`config.mk`:
```
export PLATFORM = sky130hd
export DESIGN_NAME = calc_sequencer
export DESIGN_NICKNAME = d
export VERILOG_FILES = /design/src/rtl/calc_pkg.sv /design/src/rtl/bcd_entry_reg.sv /design/src/rtl/calc_sequencer.sv
export SDC_FILE = /design/constraint.sdc
export NUM_CORES = 1
export LEC_CHECK = 0
export CORE_MARGIN = 2
export CORE_UTILIZATION = 53
export CTS_BUF_LIST = sky130_fd_sc_hd__clkbuf_16
export CTS_CLUSTER_DIAMETER = 60
export DETAILED_ROUTE_END_ITERATION = 10
export PLACE_DENSITY = 0.8
export SLEW_MARGIN = 10
export SYNTH_ARGS = -nofsm -noshare
export SYNTH_HDL_FRONTEND = slang
export SYNTH_SLANG_ARGS = --single-unit
```
`constraint.sdc`:
```
create_clock -name clk -period 2.9 [get_ports clk]
set_input_delay 0.58 -clock clk [delete_from_list [all_inputs] [get_ports clk]]
set_output_delay 0.58 -clock clk [all_outputs]
set_load 0.02 [all_outputs]
```
`src/rtl/calc_pkg.sv`:
```
// Shared definitions for the calculator sequencer: FSM state encoding,
// decoded key codes, ALU operation codes and small key-classification helpers.
package calc_pkg;

    typedef enum logic [2:0] {
        ENTER_A,
        ENTER_B,
        EXEC,
        WAIT,
        SHOW,
        ERR
    } state_t;

    localparam logic [3:0] KEY_ADD = 4'hA;
    localparam logic [3:0] KEY_SUB = 4'hB;
    localparam logic [3:0] KEY_MUL = 4'hC;
    localparam logic [3:0] KEY_NOP = 4'hD;
    localparam logic [3:0] KEY_EQ  = 4'hE;
    localparam logic [3:0] KEY_CLR = 4'hF;

    localparam logic [1:0] OP_ADD = 2'b00;
    localparam logic [1:0] OP_SUB = 2'b01;
    localparam logic [1:0] OP_MUL = 2'b10;

    function automatic logic is_digit(input logic [3:0] k);
        return (k <= 4'd9);
    endfunction

    function automatic logic is_oper(input logic [3:0] k);
        return (k == KEY_ADD) || (k == KEY_SUB) || (k == KEY_MUL);
    endfunction

    function automatic logic [1:0] key_to_op(input logic [3:0] k);
        logic [1:0] op;
        case (k)
            KEY_SUB: op = OP_SUB;
            KEY_MUL: op = OP_MUL;
            default: op = OP_ADD;
        endcase
        return op;
    endfunction

endpackage

```
`src/rtl/bcd_entry_reg.sv`:
```
// BCD operand entry register: a W-bit shift register of BCD digits plus a
// saturating digit counter.
//   i_clear      : zero value and count (applied before a same-cycle shift)
//   i_shift      : shift i_digit in at the LSB nibble unless already full
//   i_load       : load i_load_value and mark the operand full (wins over all)
//   o_value      : registered operand
//   o_value_next : value the register takes at the next clock edge
//   o_count      : number of digits held
module bcd_entry_reg
    import calc_pkg::*;
#(
    parameter  int DIGITS = 4,
    localparam int W      = 4 * DIGITS,
    localparam int CW     = $clog2(DIGITS + 1)
) (
    input  logic          clk,
    input  logic          reset,
    input  logic          i_shift,
    input  logic          i_clear,
    input  logic          i_load,
    input  logic [3:0]    i_digit,
    input  logic [W-1:0]  i_load_value,
    output logic [W-1:0]  o_value,
    output logic [W-1:0]  o_value_next,
    output logic [CW-1:0] o_count
);

    logic [W-1:0]  r_value;
    logic [CW-1:0] r_count;
    logic [W-1:0]  w_base_v;
    logic [CW-1:0] w_base_c;
    logic [W-1:0]  w_next_v;
    logic [CW-1:0] w_next_c;

    // Clear is folded in before the shift so "clear then take this digit"
    // works in a single cycle.
    always_comb begin
        w_base_v = i_clear ? '0 : r_value;
        w_base_c = i_clear ? '0 : r_count;
        w_next_v = w_base_v;
        w_next_c = w_base_c;
        if (i_load) begin
            w_next_v = i_load_value;
            w_next_c = CW'(DIGITS);
        end else if (i_shift && (w_base_c < CW'(DIGITS))) begin
            w_next_v = {w_base_v[W-5:0], i_digit};
            w_next_c = w_base_c + 1'b1;
        end
    end

    always_ff @(posedge clk or negedge reset) begin
        if (!reset) begin
            r_value <= '0;
            r_count <= '0;
        end else begin
            r_value <= w_next_v;
            r_count <= w_next_c;
        end
    end

    assign o_value      = r_value;
    assign o_value_next = w_next_v;
    assign o_count      = r_count;

endmodule

```
`src/rtl/calc_sequencer.sv`:
```
// Calculator control FSM: collects operand A, operator and operand B from
// decoded key strobes, issues one ALU start, waits (with timeout) for the
// ALU's done and holds the result for the display.
//   clk, reset (async, active low), enable (freezes keys and timeout)
//   key_valid/key_code : decoded key strobe (0-9, A+, B-, C*, D nop, E=, F clr)
//   alu_a/alu_b/alu_op/alu_start : ALU request, owned solely here
//   alu_done/alu_ovf/alu_result  : ALU response, sampled on alu_done
//   display_value : BCD value to show; busy in EXEC/WAIT; error in ERR
// Optional: define CALC_SEQ_CHAIN_EN to let an operator in SHOW chain the
// result into operand A.
module calc_sequencer
    import calc_pkg::*;
#(
    parameter  int DIGITS  = 4,
    parameter  int TIMEOUT = 255,
    localparam int W       = 4 * DIGITS
) (
    input  logic         clk,
    input  logic         reset,
    input  logic         enable,
    input  logic         key_valid,
    input  logic [3:0]   key_code,
    output logic [W-1:0] alu_a,
    output logic [W-1:0] alu_b,
    output logic [1:0]   alu_op,
    output logic         alu_start,
    input  logic         alu_done,
    input  logic         alu_ovf,
    input  logic [W-1:0] alu_result,
    output logic [W-1:0] display_value,
    output logic         busy,
    output logic         error
);

    localparam int TW = $clog2(TIMEOUT + 1);
    localparam int CW = $clog2(DIGITS + 1);

    state_t        r_state, w_state_n;
    logic [1:0]    r_op, w_op_n;
    logic [W-1:0]  r_result, w_result_n;
    logic [TW-1:0] r_tmo, w_tmo_n;
    logic [W-1:0]  r_display, w_display_n;
    logic          r_start, r_busy, r_error;

    logic          w_a_shift, w_a_clear, w_a_load;
    logic          w_b_shift, w_b_clear;
    logic [W-1:0]  w_a_next, w_b_next;
    logic [CW-1:0] w_a_count, w_b_count;

    logic w_key, w_clr, w_dig, w_opk, w_eq;

    assign w_key = key_valid && enable && (key_code != KEY_NOP);
    assign w_clr = w_key && (key_code == KEY_CLR);
    assign w_dig = w_key && is_digit(key_code);
    assign w_opk = w_key && is_oper(key_code);
    assign w_eq  = w_key && (key_code == KEY_EQ);

    bcd_entry_reg #(.DIGITS(DIGITS)) u_opa (
        .clk          (clk),
        .reset        (reset),
        .i_shift      (w_a_shift),
        .i_clear      (w_a_clear),
        .i_load       (w_a_load),
        .i_digit      (key_code),
        .i_load_value (r_result),
        .o_value      (alu_a),
        .o_value_next (w_a_next),
        .o_count      (w_a_count)
    );

    bcd_entry_reg #(.DIGITS(DIGITS)) u_opb (
        .clk          (clk),
        .reset        (reset),
        .i_shift      (w_b_shift),
        .i_clear      (w_b_clear),
        .i_load       (1'b0),
        .i_digit      (key_code),
        .i_load_value ('0),
        .o_value      (alu_b),
        .o_value_next (w_b_next),
        .o_count      (w_b_count)
    );

    always_comb begin
        assert (w_a_count <= CW'(DIGITS));
        assert (w_b_count <= CW'(DIGITS));
    end

    always_comb begin
        w_state_n  = r_state;
        w_op_n     = r_op;
        w_result_n = r_result;
        w_tmo_n    = r_tmo;
        w_a_shift  = 1'b0;
        w_a_clear  = 1'b0;
        w_a_load   = 1'b0;
        w_b_shift  = 1'b0;
        w_b_clear  = 1'b0;

        if (w_clr) begin
            // Clear outranks everything, including a same-cycle alu_done.
            w_a_clear  = 1'b1;
            w_b_clear  = 1'b1;
            w_op_n     = OP_ADD;
            w_result_n = '0;
            w_tmo_n    = '0;
            w_state_n  = ENTER_A;
        end else begin
            case (r_state)
                ENTER_A: begin
                    if (w_dig) begin
                        w_a_shift = 1'b1;
                    end else if (w_opk) begin
                        w_op_n    = key_to_op(key_code);
                        w_b_clear = 1'b1;
                        w_state_n = ENTER_B;
                    end
                end
                ENTER_B: begin
                    if (w_dig) begin
                        w_b_shift = 1'b1;
                    end else if (w_opk && (w_b_count == '0)) begin
                        w_op_n = key_to_op(key_code);
                    end else if (w_eq && (w_b_count != '0)) begin
                        w_state_n = EXEC;
                    end
                end
                EXEC, WAIT: begin
                    if (r_state == EXEC) begin
                        w_state_n = WAIT;
                        w_tmo_n   = '0;
                    end
                    if (alu_done) begin
                        if (alu_ovf) begin
                            w_state_n = ERR;
                        end else begin
                            w_result_n = alu_result;
                            w_state_n  = SHOW;
                        end
                    end else if ((r_state == WAIT) && enable) begin
                        if (r_tmo == TW'(TIMEOUT - 1)) begin
                            w_state_n = ERR;
                        end else begin
                            w_tmo_n = r_tmo + 1'b1;
                        end
                    end
                end
                SHOW: begin
                    if (w_dig) begin
                        w_a_clear = 1'b1;
                        w_a_shift = 1'b1;
                        w_state_n = ENTER_A;
                    end
`ifdef CALC_SEQ_CHAIN_EN
                    else if (w_opk) begin
                        w_a_load  = 1'b1;
                        w_op_n    = key_to_op(key_code);
                        w_b_clear = 1'b1;
                        w_state_n = ENTER_B;
                    end
`endif
                end
                default: ;
            endcase
        end

        // Display is registered from next-state values so it tracks the key
        // with one cycle of latency; EXEC/WAIT keep whatever was shown.
        case (w_state_n)
            ENTER_A: w_display_n = w_a_next;
            ENTER_B: w_display_n = w_b_next;
            SHOW:    w_display_n = w_result_n;
            ERR:     w_display_n = {DIGITS{4'hE}};
            default: w_display_n = r_display;
        endcase
    end

    always_ff @(posedge clk or negedge reset) begin
        if (!reset) begin
            r_state   <= ENTER_A;
            r_op      <= OP_ADD;
            r_result  <= '0;
            r_tmo     <= '0;
            r_display <= '0;
            r_start   <= 1'b0;
            r_busy    <= 1'b0;
            r_error   <= 1'b0;
        end else begin
            r_state   <= w_state_n;
            r_op      <= w_op_n;
            r_result  <= w_result_n;
            r_tmo     <= w_tmo_n;
            r_display <= w_display_n;
            r_start   <= (w_state_n == EXEC);
            r_busy    <= (w_state_n == EXEC) || (w_state_n == WAIT);
            r_error   <= (w_state_n == ERR);
        end
    end

    assign alu_op        = r_op;
    assign alu_start     = r_start;
    assign busy          = r_busy;
    assign error         = r_error;
    assign display_value = r_display;

endmodule

```
# [Word level (Yosys, flattened, before mapping)]
# Cells that the tools add are included.
# W data, S select, Z words.
[totals] reg_bits=86 out_inout_bits=53
[classes] addsub=3 order_cmp=3 n_eq_ne=20 muxes=50 reduce_logical=24
[op_table] cell="$mux W16" count=8
[op_table] cell="$pmux W16 S4" count=1
[op_table] cell="$mux W8" count=6
[op_table] cell="$mux W3" count=15
[op_table] cell="$eq A4 B4 Y1 const B" count=5
[op_table] cell="$eq A3 B2 Y1 const B" count=4
[op_table] cell="$mux W1" count=12
[op_table] cell="$ne A3 B3 Y1 const B" count=4
[op_table] cell="$pmux W3 S4" count=1
[op_table] cell="$logic_and A1 B1 Y1" count=11
[op_table] cell="$mux W2" count=5
[op_table] cell="$eq A3 B3 Y1 const B" count=3
[op_table] cell="$logic_not A3 Y1" count=3
[op_table] cell="$add A8 B1 Y8 const B" count=1
[op_table] cell="$eq A8 B8 Y1 const B" count=1
[op_table] cell="$pmux W2 S2" count=2
[op_table] cell="$add A3 B1 Y3 const B" count=2
[op_table] cell="$eq A3 B1 Y1 const B" count=2
[op_table] cell="$lt A3 B3 Y1 const B" count=2
[op_table] cell="$reduce_bool A3 Y1" count=2
[op_table] cell="$reduce_and A5 Y1" count=1
[op_table] cell="$le A4 B4 Y1 const B" count=1
[op_table] cell="$ne A4 B4 Y1 const B" count=1
[op_table] cell="$reduce_bool A4 Y1" count=1
[op_table] cell="other kinds (3)" count=6

# [Depth between registers and ports, before layout]
# Gate-level depths: netlist of run 1.
[depth] depth_word=13 ltp_mapped=9

# [Hierarchy]
# A second synthesis of run 1 with hierarchy kept.
[hier_totals] hier_cells=496 area_unflattened_um2=4740.8
[by_module_without_submodules] mod="calc_sequencer" instances=1 cells_per_inst=310 area_each_um2=2788.9 seq_area_each_um2=1201.2
[by_module_without_submodules] mod="bcd_entry_reg" instances=2 cells_per_inst=93 area_each_um2=975.9 seq_area_each_um2=475.5

# [Least setup slack after synthesis of run 1]
# No wires, ideal clock.
[synth_path] path_kind="input-to-reg" startpoint="in key_code[3]" endpoint="reg u_opa.r_count[1] (netlist: u_opa.o_count[1])" setup_time_ns=0.121 t_arrival_ns=2.500 t_required_ns=2.779 setup_slack_ns=0.279 cell_stages=9 n_path_buf=3 cell_sequence="buf_2 > nand3_2 > nor3_1 > clkbuf_1 > clkbuf_1 > a21oi_1 > and2_1 > ha_1 > a22o_1"
[synth_via] elab_chain_cells=10 word_cells_on_any_way=16 cone_classes="add/sub: 1; order compare: 2; eq/ne: 2; mux: 7; reduce/logical: 4"
[synth_lines] element="start, declared" line="calc_sequencer.sv:22" rtl="input logic [3:0] key_code,"
[synth_lines] element="branches (longest 9 deep; another with $le A4 B4 Y1)"
[synth_lines] element="$mux W3 (*)" line="bcd_entry_reg.sv:45" rtl="end else if (i_shift && (w_base_c < CW'(DIGITS))) begin"
[synth_lines] element="net u_opa.w_next_c[1]" line="bcd_entry_reg.sv:33" rtl="logic [CW-1:0] w_next_c;"
[synth_lines] element="end signal, assigned" line="bcd_entry_reg.sv:57" rtl="r_count <= w_next_c;"
[synth_lines] element="end, declared" line="bcd_entry_reg.sv:29" rtl="logic [CW-1:0] r_count;"
# Mark *: on every way through the listed nets, which the timed path passes.
# A chain may end at the register's enable or synchronous reset.

# [Final worst setup path of run 1]
[layout_path] startpoint="in key_code[1]" endpoint="reg r_display[5] (netlist: display_value[5])"
[layout_via] elab_chain_cells=13 word_cells_on_any_way=52 cone_classes="order compare: 3; eq/ne: 9; mux: 27; reduce/logical: 13"
[layout_lines] element="$eq A4 B4 Y1" line="calc_pkg.sv:30" rtl="return (k == KEY_ADD) || (k == KEY_SUB) || (k == KEY_MUL);"
[layout_lines] element="$logic_or A1 B1 Y1 (2 in a row)" line="calc_pkg.sv:30"
[layout_lines] element="$logic_and A1 B1 Y1" line="calc_sequencer.sv:55" rtl="assign w_opk = w_key && is_oper(key_code);"
[layout_lines] element="$mux W1" line="calc_sequencer.sv:113" rtl="end else if (w_opk) begin"
[layout_lines] element="$mux W1" line="calc_sequencer.sv:111" rtl="if (w_dig) begin"
[layout_lines] element="$mux W1" line="calc_sequencer.sv:109" rtl="case (r_state)"
[layout_lines] element="$mux W1" line="calc_sequencer.sv:100" rtl="if (w_clr) begin"
[layout_lines] element="$mux W3" line="bcd_entry_reg.sv:39" rtl="w_base_c = i_clear ? '0 : r_count;"
[layout_lines] element="$lt A3 B3 Y1" line="bcd_entry_reg.sv:45"
[layout_lines] element="$logic_and A1 B1 Y1" line="bcd_entry_reg.sv:45"
[layout_lines] element="$mux W16" line="bcd_entry_reg.sv:45"
[layout_lines] element="$pmux W16 S4" line="calc_sequencer.sv:169" rtl="case (w_state_n)"
[layout_lines] element="end signal, assigned" line="calc_sequencer.sv:193" rtl="r_display <= w_display_n;"
[layout_lines] element="end, declared" line="calc_sequencer.sv:42" rtl="logic [W-1:0] r_display, w_display_n;"
# Parallel ways exist; a longest one is shown, timed or not.

==> flow_summary.yaml, run 1 <==
routing:
  routed.top_layer: "met4"
  dr.pass1.iters: 5
  first_iter_violations: 293
  num_vias: 4238
  antenna_left: 0
  wl_met1_microns: 5602
  wl_per_cell_microns: 18.82
  wl_met2_microns: 6227
  wl_met3_microns: 949
  vias_per_cell: 6.098
  drt_wl_total_microns: 13080
  drcViolationCount: 0
die:
  core_sq_um: 8258
  die_area_sq_um: 9275
  rows: 33
  fp.dieH_microns: 96.31
  dieWidth_microns: 96.31
  initial_core_util: 0.5468
  io_pins: 79
timing:
  setup_viol: 0
  timing_max_transition_violations_final: 0
  worstMarginPinSlew_ns: 0.6880
  finClkSkew_ns: 0.006964
  holdWs_ns: 0.1883
  timing.final.crit_share: 0.9344
  rsz0062_at_grt: "no"
  min_period_ns: 2.710
  hold_viol: 0
  maxSlewHeadroom: 0.5413
  max_freq_mhz: 369.1
cts:
  hold_buffers: 0
  cts_tree: "yes"
  clock_latency_ns: 0.34
  cts_made_buffers: 9
  clk_pin_slew_ns: 0.06
  cts.path.max_buffers: 2
  postCtsResizedCells: 0
  h-tree-depth: 3
  cts.sinks: 86
  root_buffer: "clkbuf_16"
  cts_setup_buffers: 0
pwr:
  combPwrFrac: 0.495
  p_clk_frac: 0.182
  swShare: 0.4067
  powerDensity_nw_per_um2: 1053
  p_int_mw: 3.779
  p_sw_mw: 2.590
  p_leak_nw: 2.615
  p_total_mw: 6.368
  p_seq_frac: 0.323
  ir_drop_mv: 0.6374
final_layout:
  n_antenna_cell: 0
  multi_input_area_sq_um: 2155
  drive_gt1_frac: 0.1661
  layout.nets: 615
  area_growth_pct: 33.92
  layout_commonest_cell: "dfrtp_1"
  final_cell_mix: "dfrtp_1 (86), clkdlybuf4s50_1 (77), nand2_1 (68)"
  fill_cells: 594
  ff_latch_area_sq_um: 2152
synth:
  ys_seq_elements: 86
  synth_seq_area_share: 0.4766
  synth_flop_cell: "dfrtp_1"
  async_flop_share: 1.000
  synth-edff-count: 0
  syn_area_sq_um: 4516
  netlist_instances: 471
  synth.distinct_cells: 68
  ys_warn_count: 0
  syn_area_per_cell_sq_um: 9.587
  syn_nets: 501
grt:
  grt-ovfl-total: 0
  antenna_found_initial: 0
  grt_pass1_vias: 4119
  grt_max_degree: 55
  grt_first_pass_wirelength_microns: 21050
  grt_use_total: 0.3002
setup_path:
  cp.arrival_ns: 2.96
  critPathMostFrequentCell: "buf_4"
  cp-end-kind: "flip-flop"
  reg2reg_depth: 8
  cp.depth: 9
  crit_family: "buffers and inverters"
  critical_path_class: "primary input to flip-flop"
  crit_buf_inv: 3
  cp-start-kind: "primary input"
  worstPathMaxFanout: 12
  cp_slowest_cell: "clkdlybuf4s50_1"
  critical-path-max-stage-delay_ns: 0.52
  required_ns: 3.15
  cp_cell_sequence: "clkdlybuf4s50_1 > buf_4 > o21ai_4 > buf_4 > nand2_2 > a21oi_1 > nand2_1 > or3_1 > a31oi_1"
placement:
  port_buffers: 78
  hpwl_microns: 9571
  gp_congestion: 1.020
status:
  status: "finished, final reports clean"
worst_hold_path:
  holdCritPathClass: "primary input to asynchronous set/reset pin"
run:
  cap_viol_max_count: 0
through the flow:
stage | area (sq um) | instances | setup WS (ns) | util | setup TNS [ns]
2_1_floorplan | 4516 | 471 | 0.2788 | - | 0
3_3_place_gp | 5749 | 679 | -0.001488 | 0.6962 | -0.001941
3_5_place_dp | 5749 | 679 | -0.09766 | 0.6962 | -0.5407
4_1_cts | 6047 | 695 | 0.2147 | 0.7323 | 0
5_1_grt | 6047 | 695 | 0.02053 | 0.7323 | 0
6_report | 6047 | 695 | 0.1904 | 0.7323 | 0
layer usage:
| metal | vias up | GRT usage |
|---|---|---|
| met3 | 30 | 0.06656 |
| li1 | 1944 | - |
| met2 | 166 | 0.4641 |
| met4 | 0 | 0.1197 |
| met1 | 2098 | 0.4122 |
| met5 | - | 0 |
cell usage after synthesis (7+ instances only):
cell type / count / area share
inv_1: 15 / 0.012
a31oi_1: 9 / 0.012
o21ai_0: 15 / 0.017
buf_2: 8 / 0.0089
a2bb2oi_1: 7 / 0.014
nor2b_1: 14 / 0.019
a21oi_1: 30 / 0.033
dfrtp_1: 86 / 0.48
or3_1: 12 / 0.017
clkbuf_1: 21 / 0.017
mux2i_1: 14 / 0.031
and2_1: 7 / 0.0097
nand2_1: 68 / 0.057
a32oi_1: 9 / 0.017
o32ai_1: 8 / 0.016
nor2_1: 36 / 0.030
power by group through the flow:
stage | registers (mW) | clock network [mW] | logic, mW
detailed placement | 2.06 | 0 | 3.08
global route | 2.11 | 1.23 | 3.40
global placement | 2.05 | 0 | 3.00
CTS | 2.04 | 1.17 | 3.13
floorplan | 2.24 | 0 | 1.54
finish | 2.06 | 1.16 | 3.15
cell families after synthesis:
| group | count (synthesis) | share of synthesized area |
|---|---|---|
| multiplexers | 20 | 0.04599 |
| flip-flops | 86 | 0.4766 |
| XOR/XNOR | 1 | 0.001940 |
| adder cells (fa/ha/maj) | 4 | 0.01108 |
| AO/OA/AOI/OAI | 131 | 0.2122 |
| AND/OR/NAND/NOR | 180 | 0.2025 |
| buffers and inverters | 49 | 0.04960 |
worst paths after layout:
path / from / endpoint / slack (ns)
min reg2reg: u_opa.o_count[1]$_DFF_PN0_ / u_opa.o_count[1]$_DFF_PN0_ / 0.52
max reg2reg: r_state[2]$_DFF_PN0_ / display_value[5]$_DFFE_PN0P_ / 0.39
max in group asynchronous: reset / display_value[4]$_DFFE_PN0P_ / 2.08
min in group clk: u_opa.o_count[1]$_DFF_PN0_ / u_opa.o_count[1]$_DFF_PN0_ / 0.52
min: reset / r_tmo[5]$_DFFE_PN0P_ / 0.19
max: key_code[1] / display_value[5]$_DFFE_PN0P_ / 0.19
worst register-to-register path: stages (launching register included):
cell,delay (ns)
dfrtp_1,0.56
nor2_1,0.36
nand4_1,0.22
a311oi_2,0.31
buf_4,0.19
buf_12,0.13
mux2i_1,0.08
or3_1,0.37
a31oi_1,0.21
cell type report:
| cell class | count | share of cell area |
|---|---|---|
| clock buffers | 9 | 0.03724 |
| well taps | 105 | 0.02173 |
| multi-input cells | 336 | 0.3563 |
| repair buffers | 136 | 0.2069 |
| clock inverters | 7 | 0.01200 |
| flip-flops and latches | 86 | 0.3559 |
| inverters | 16 | 0.009932 |
sequential cells by signal (all words and copies together) (netlist names):
name and cells:
alu_op 2, alu_start 1, busy 1, display_value 16
error 1, r_result 16, r_state 3, r_tmo 8
u_opa.o_count 3, u_opa.o_value 16, u_opb.o_count 3, u_opb.o_value 16
(Power assumes the default switching activity.)
==> inputs of run 2 (changes only) <==
--- a/config.mk
+++ b/config.mk
@@ -10,6 +10,7 @@
 export CTS_BUF_LIST = sky130_fd_sc_hd__clkbuf_16
 export CTS_CLUSTER_DIAMETER = 60
 export DETAILED_ROUTE_END_ITERATION = 10
+export GPL_ROUTABILITY_DRIVEN = 0
 export PLACE_DENSITY = 0.8
 export SLEW_MARGIN = 10
 export SYNTH_ARGS = -nofsm -noshare
==> run 2 against run 1 <==
Critical path depth shrank 2. Hold slack lost 0.0056 ns. Sequential share of layout area is essentially flat.
==> flow_summary.yaml, run 2 (synthesis results as in run 1) <==
routing:
  vias_per_cell: 6.177
  num_vias: 4287
  dr.pass1.iters: 7
  first_iter_violations: 367
  wl_per_cell_microns: 19.00
  drt_wl_total_microns: 13190
  drcViolationCount: 0
  antenna_left: 0
die:
  core_sq_um: 8258
  fp.dieH_microns: 96.31
  die_area_sq_um: 9275
  rows: 33
  dieWidth_microns: 96.31
  io_pins: 79
  initial_core_util: 0.5468
grt:
  grt_use_met2: 0.4664
  grt_pass1_vias: 4185
  use_met3: 0.08066
  top_usage_layer: "met2"
  grt_use_total: 0.3015
  grt_first_pass_wirelength_microns: 20970
  grt-ovfl-total: 0
  grt_use_met1: 0.4088
  antenna_found_initial: 0
  grt_max_degree: 51
setup_path:
  crit_family: "simple AND/OR/NAND/NOR gates"
  worstPathMaxFanout: 12
  cp-start-kind: "primary input"
  critical-path-max-stage-delay_ns: 0.61
  required_ns: 3.16
  cp.arrival_ns: 2.96
  cp_cell_sequence: "clkdlybuf4s50_1 > nor3b_2 > o2111a_1 > o311a_1 > nand2_1 > or3_1 > a31oi_1"
  crit_buf_inv: 1
  cp-end-kind: "flip-flop"
  critical_path_class: "primary input to flip-flop"
  cp_slowest_cell: "clkdlybuf4s50_1"
cts:
  cts_tree: "yes"
  hold_buffers: 0
  clk_pin_slew_ns: 0.07
  cts.path.max_buffers: 2
  root_buffer: "clkbuf_16"
  clock_latency_ns: 0.35
  postCtsResizedCells: 0
  h-tree-depth: 3
  cts.sinks: 86
  cts_made_buffers: 9
  cts_setup_buffers: 0
timing:
  finClkSkew_ns: 0.007921
  holdWs_ns: 0.1827
  hold_viol: 0
  worstMarginPinSlew_ns: 0.6610
  max_freq_mhz: 370.9
  timing.final.crit_share: 0.9297
  rsz0062_at_grt: "no"
  min_period_ns: 2.696
  setup_viol: 0
  timing_max_transition_violations_final: 0
  maxSlewHeadroom: 0.5594
run:
  cap_viol_max_count: 0
final_layout:
  layout.nets: 614
  fill_cells: 616
  layout_commonest_cell: "dfrtp_1"
  drive_gt1_frac: 0.1647
  final_core_util: 0.7327
  final_cell_mix: "dfrtp_1 (86), clkdlybuf4s50_1 (77), nand2_1 (68)"
  n_antenna_cell: 0
  area_growth_pct: 34.00
worst_hold_path:
  holdCritPathClass: "primary input to asynchronous set/reset pin"
placement:
  hpwl_microns: 9654
  port_buffers: 78
pwr:
  p_leak_nw: 2.612
  powerDensity_nw_per_um2: 1059
  ir_drop_mv: 0.5850
status:
  status: "finished, final reports clean"
-- run 2: stage by stage --
step | power [mW] | instances | setup slack (ns) | TNS [ns] | area, sq um
after floorplan | 3.786 | 471 | 0.2788 | 0 | 4516
after global placement | 5.048 | 678 | -0.04113 | -0.04113 | 5742
after detailed placement | 5.162 | 678 | -0.1108 | -1.129 | 5742
after CTS | 6.367 | 694 | 0.2313 | 0 | 6051
after global routing | 6.752 | 694 | 0.04178 | 0 | 6051
final | 6.411 | 694 | 0.2040 | 0 | 6051
-- run 2: report_power, final --
group	total (mW)	switching, mW	internal (mW)
combinational	3.17	1.67	1.50
clock	1.19	0.514	0.678
sequential	2.05	0.428	1.63
total	6.41	2.61	3.80
-- run 2: layer usage --
layer  part of all wire  wire [microns]
met5                  0               0
met4              0.031             410
met3              0.075             994
met2               0.47            6187
met1               0.42            5595
-- run 2: final timing paths --
check	startpoint	end	slack, ns	cells after the start
min in group clk	u_opa.o_count[1]$_DFF_PN0_	u_opa.o_count[1]$_DFF_PN0_	0.51	1
hold / removal	reset	r_tmo[4]$_DFFE_PN0P_	0.18	1
max in group asynchronous	reset	u_opb.o_value[8]$_DFF_PN0_	2.08	2
hold reg to reg	u_opa.o_count[1]$_DFF_PN0_	u_opa.o_count[1]$_DFF_PN0_	0.51	1
setup reg to reg	r_state[0]$_DFF_PN0_	display_value[0]$_DFFE_PN0P_	0.42	8
setup / recovery	key_code[2]	display_value[10]$_DFFE_PN0P_	0.20	7
-- run 2: worst register-to-register path, stage by stage, from the launching register on --
cell and delay, ns:
dfrtp_1 0.74, nand4b_1 0.23, o32ai_1 0.29, buf_4 0.19, o21bai_1 0.12, nand2b_1 0.30
inv_2 0.15, a22oi_1 0.21, o21ai_0 0.13
-- run 2: layout make-up --
| class | instances | area [sq um] | area share |
|---|---|---|---|
| inverters | 16 | 60.06 | 0.009926 |
| clock buffers | 9 | 225.2 | 0.03722 |
| well taps | 105 | 131.4 | 0.02171 |
| repair buffers | 135 | 1244 | 0.2055 |
| flip-flops and latches | 86 | 2152 | 0.3557 |
| multi-input cells | 336 | 2155 | 0.3561 |
| clock inverters | 7 | 83.83 | 0.01385 |
==> RTL edit (config.mk and constraints of run 1) <==
Add a define of `CALC_SEQ_CHAIN_EN`.
--- a/src/rtl/calc_sequencer.sv
+++ b/src/rtl/calc_sequencer.sv
@@ -8,6 +8,8 @@
 //   display_value : BCD value to show; busy in EXEC/WAIT; error in ERR
 // Optional: define CALC_SEQ_CHAIN_EN to let an operator in SHOW chain the
 // result into operand A.
+`define CALC_SEQ_CHAIN_EN
+
 module calc_sequencer
     import calc_pkg::*;
 #(
Check against the original RTL: not equivalent (a bounded check fails within 10 cycles, from zero or initial values and one cycle with reset low).
==> RTL edit against run 1 <==
Synthesized area fell by 1.6%. Highest routed layer unchanged. Routed wire length rose by 4.7%. Total power down 9.4%. Count of clock-buffer cells in the layout unchanged. Via count grew 0.31%. Setup slack lost 0.070 ns. Largest power group unchanged. Cell area fell by 0.83%. Sequential cell count unchanged.
==> RTL edit: results (changes against run 1) <==
{| class="wikitable"
! Metric !! Value
|-
| Outcome || finished clean (unchanged)
|-
| Mean post-synth cell area || 9.95 µm² (was 9.59 µm²)
|-
| Met2 wire length || 6360 µm (was 6230 µm)
|-
| Worst-case setup margin in the final layout || 0.121 ns (was 0.190 ns)
|-
| Critical path peak fanout || 14 (was 12)
|-
| Pin slew with the least headroom to its limit || 0.669 ns (was 0.688 ns)
|-
| Final wirelength || 13700 µm (was 13100 µm)
|-
| Capture instance of the worst register-to-register path || display_value[1] (was display_value[5])
|-
| M1 GR Usage || 0.475 (was 0.412)
|-
| Pleak || 2.72 nW (was 2.61 nW)
|-
| Crit path DAT || 3.00 ns (was 2.96 ns)
|-
| Nets || 595 (was 615)
|-
| Fraction of the mapped netlist area in adder cells || 0.0113 (was 0.0111)
|-
| Fraction of met3 tracks used by global routing || 0.0443 (was 0.0666)
|-
| WL met3 || 1020 µm (was 949 µm)
|-
| Power dissipated by switching net loads || 2.15 mW (was 2.59 mW)
|-
| Compound-cell area share of the yosys netlist || 0.216 (was 0.212)
|-
| Worst Setup Slack post-DPL || -0.176 ns (was -0.0977 ns)
|-
| Met1 Wirelength || 6130 µm (was 5600 µm)
|-
| Critical path capture point || display_value[10] (was display_value[5])
|-
| Wire per inst || 20.3 µm (was 18.8 µm)
|-
| Placed Cells || 659 (was 679)
|-
| Commonest cells in the netlist || dfrtp_1, nand2_1, a21oi_1 (was dfrtp_1, nand2_1, nor2_1)
|-
| Routability cong. || 0.953 (was 1.02)
|-
| Number of DRC markers after the initial detailed-route iteration || 304 (was 293)
|-
| Sequential share of the synthesized area || 0.484 (was 0.477)
|-
| Global-route usage over all layers || 0.315 (was 0.300)
|-
| Maximum number of pins on one net before global-route repair || 47 (was 55)
|-
| Final clock skew || 0.00924 ns (was 0.00696 ns)
|-
| Placed cell area || 5650 µm² (was 5750 µm²)
|}
-- RTL edit: cell types whose count changed in the layout (fill, tap and decap cells not counted), sizes merged, moves of 8 or more --
cell,run 1,this run
nor2b,14,6
a211o,0,10
nor3,6,14
nor2,37,20
and3,1,12
a32oi,9,0
-- RTL edit: critical path: stages --
cell and delay (ns):
clkdlybuf4s50_1 0.64, and4bb_2 0.33, nor2_1 0.08, o32a_1 0.36
and3_1 0.37, a21o_1 0.25, o41a_1 0.39
-- RTL edit: final cells by class --
class	instances	area, µm²	area share
sequential	86	2150	0.359
timing repair buffer	133	1200	0.201
tap	105	131	0.0219
inverter	9	33.8	0.00563
clock inverter	7	126	0.0211
multi-input combinational	326	2120	0.354
clock buffer	9	225	0.0376
-- RTL edit: through the flow --
step	TNS [ns]	hold WS [ns]
after global routing	0	0.294
after floorplan	0	0.284
after detailed placement	-1.73	0.463
after global placement	-0.255	0.462
after CTS	0	0.268
final	0	0.241
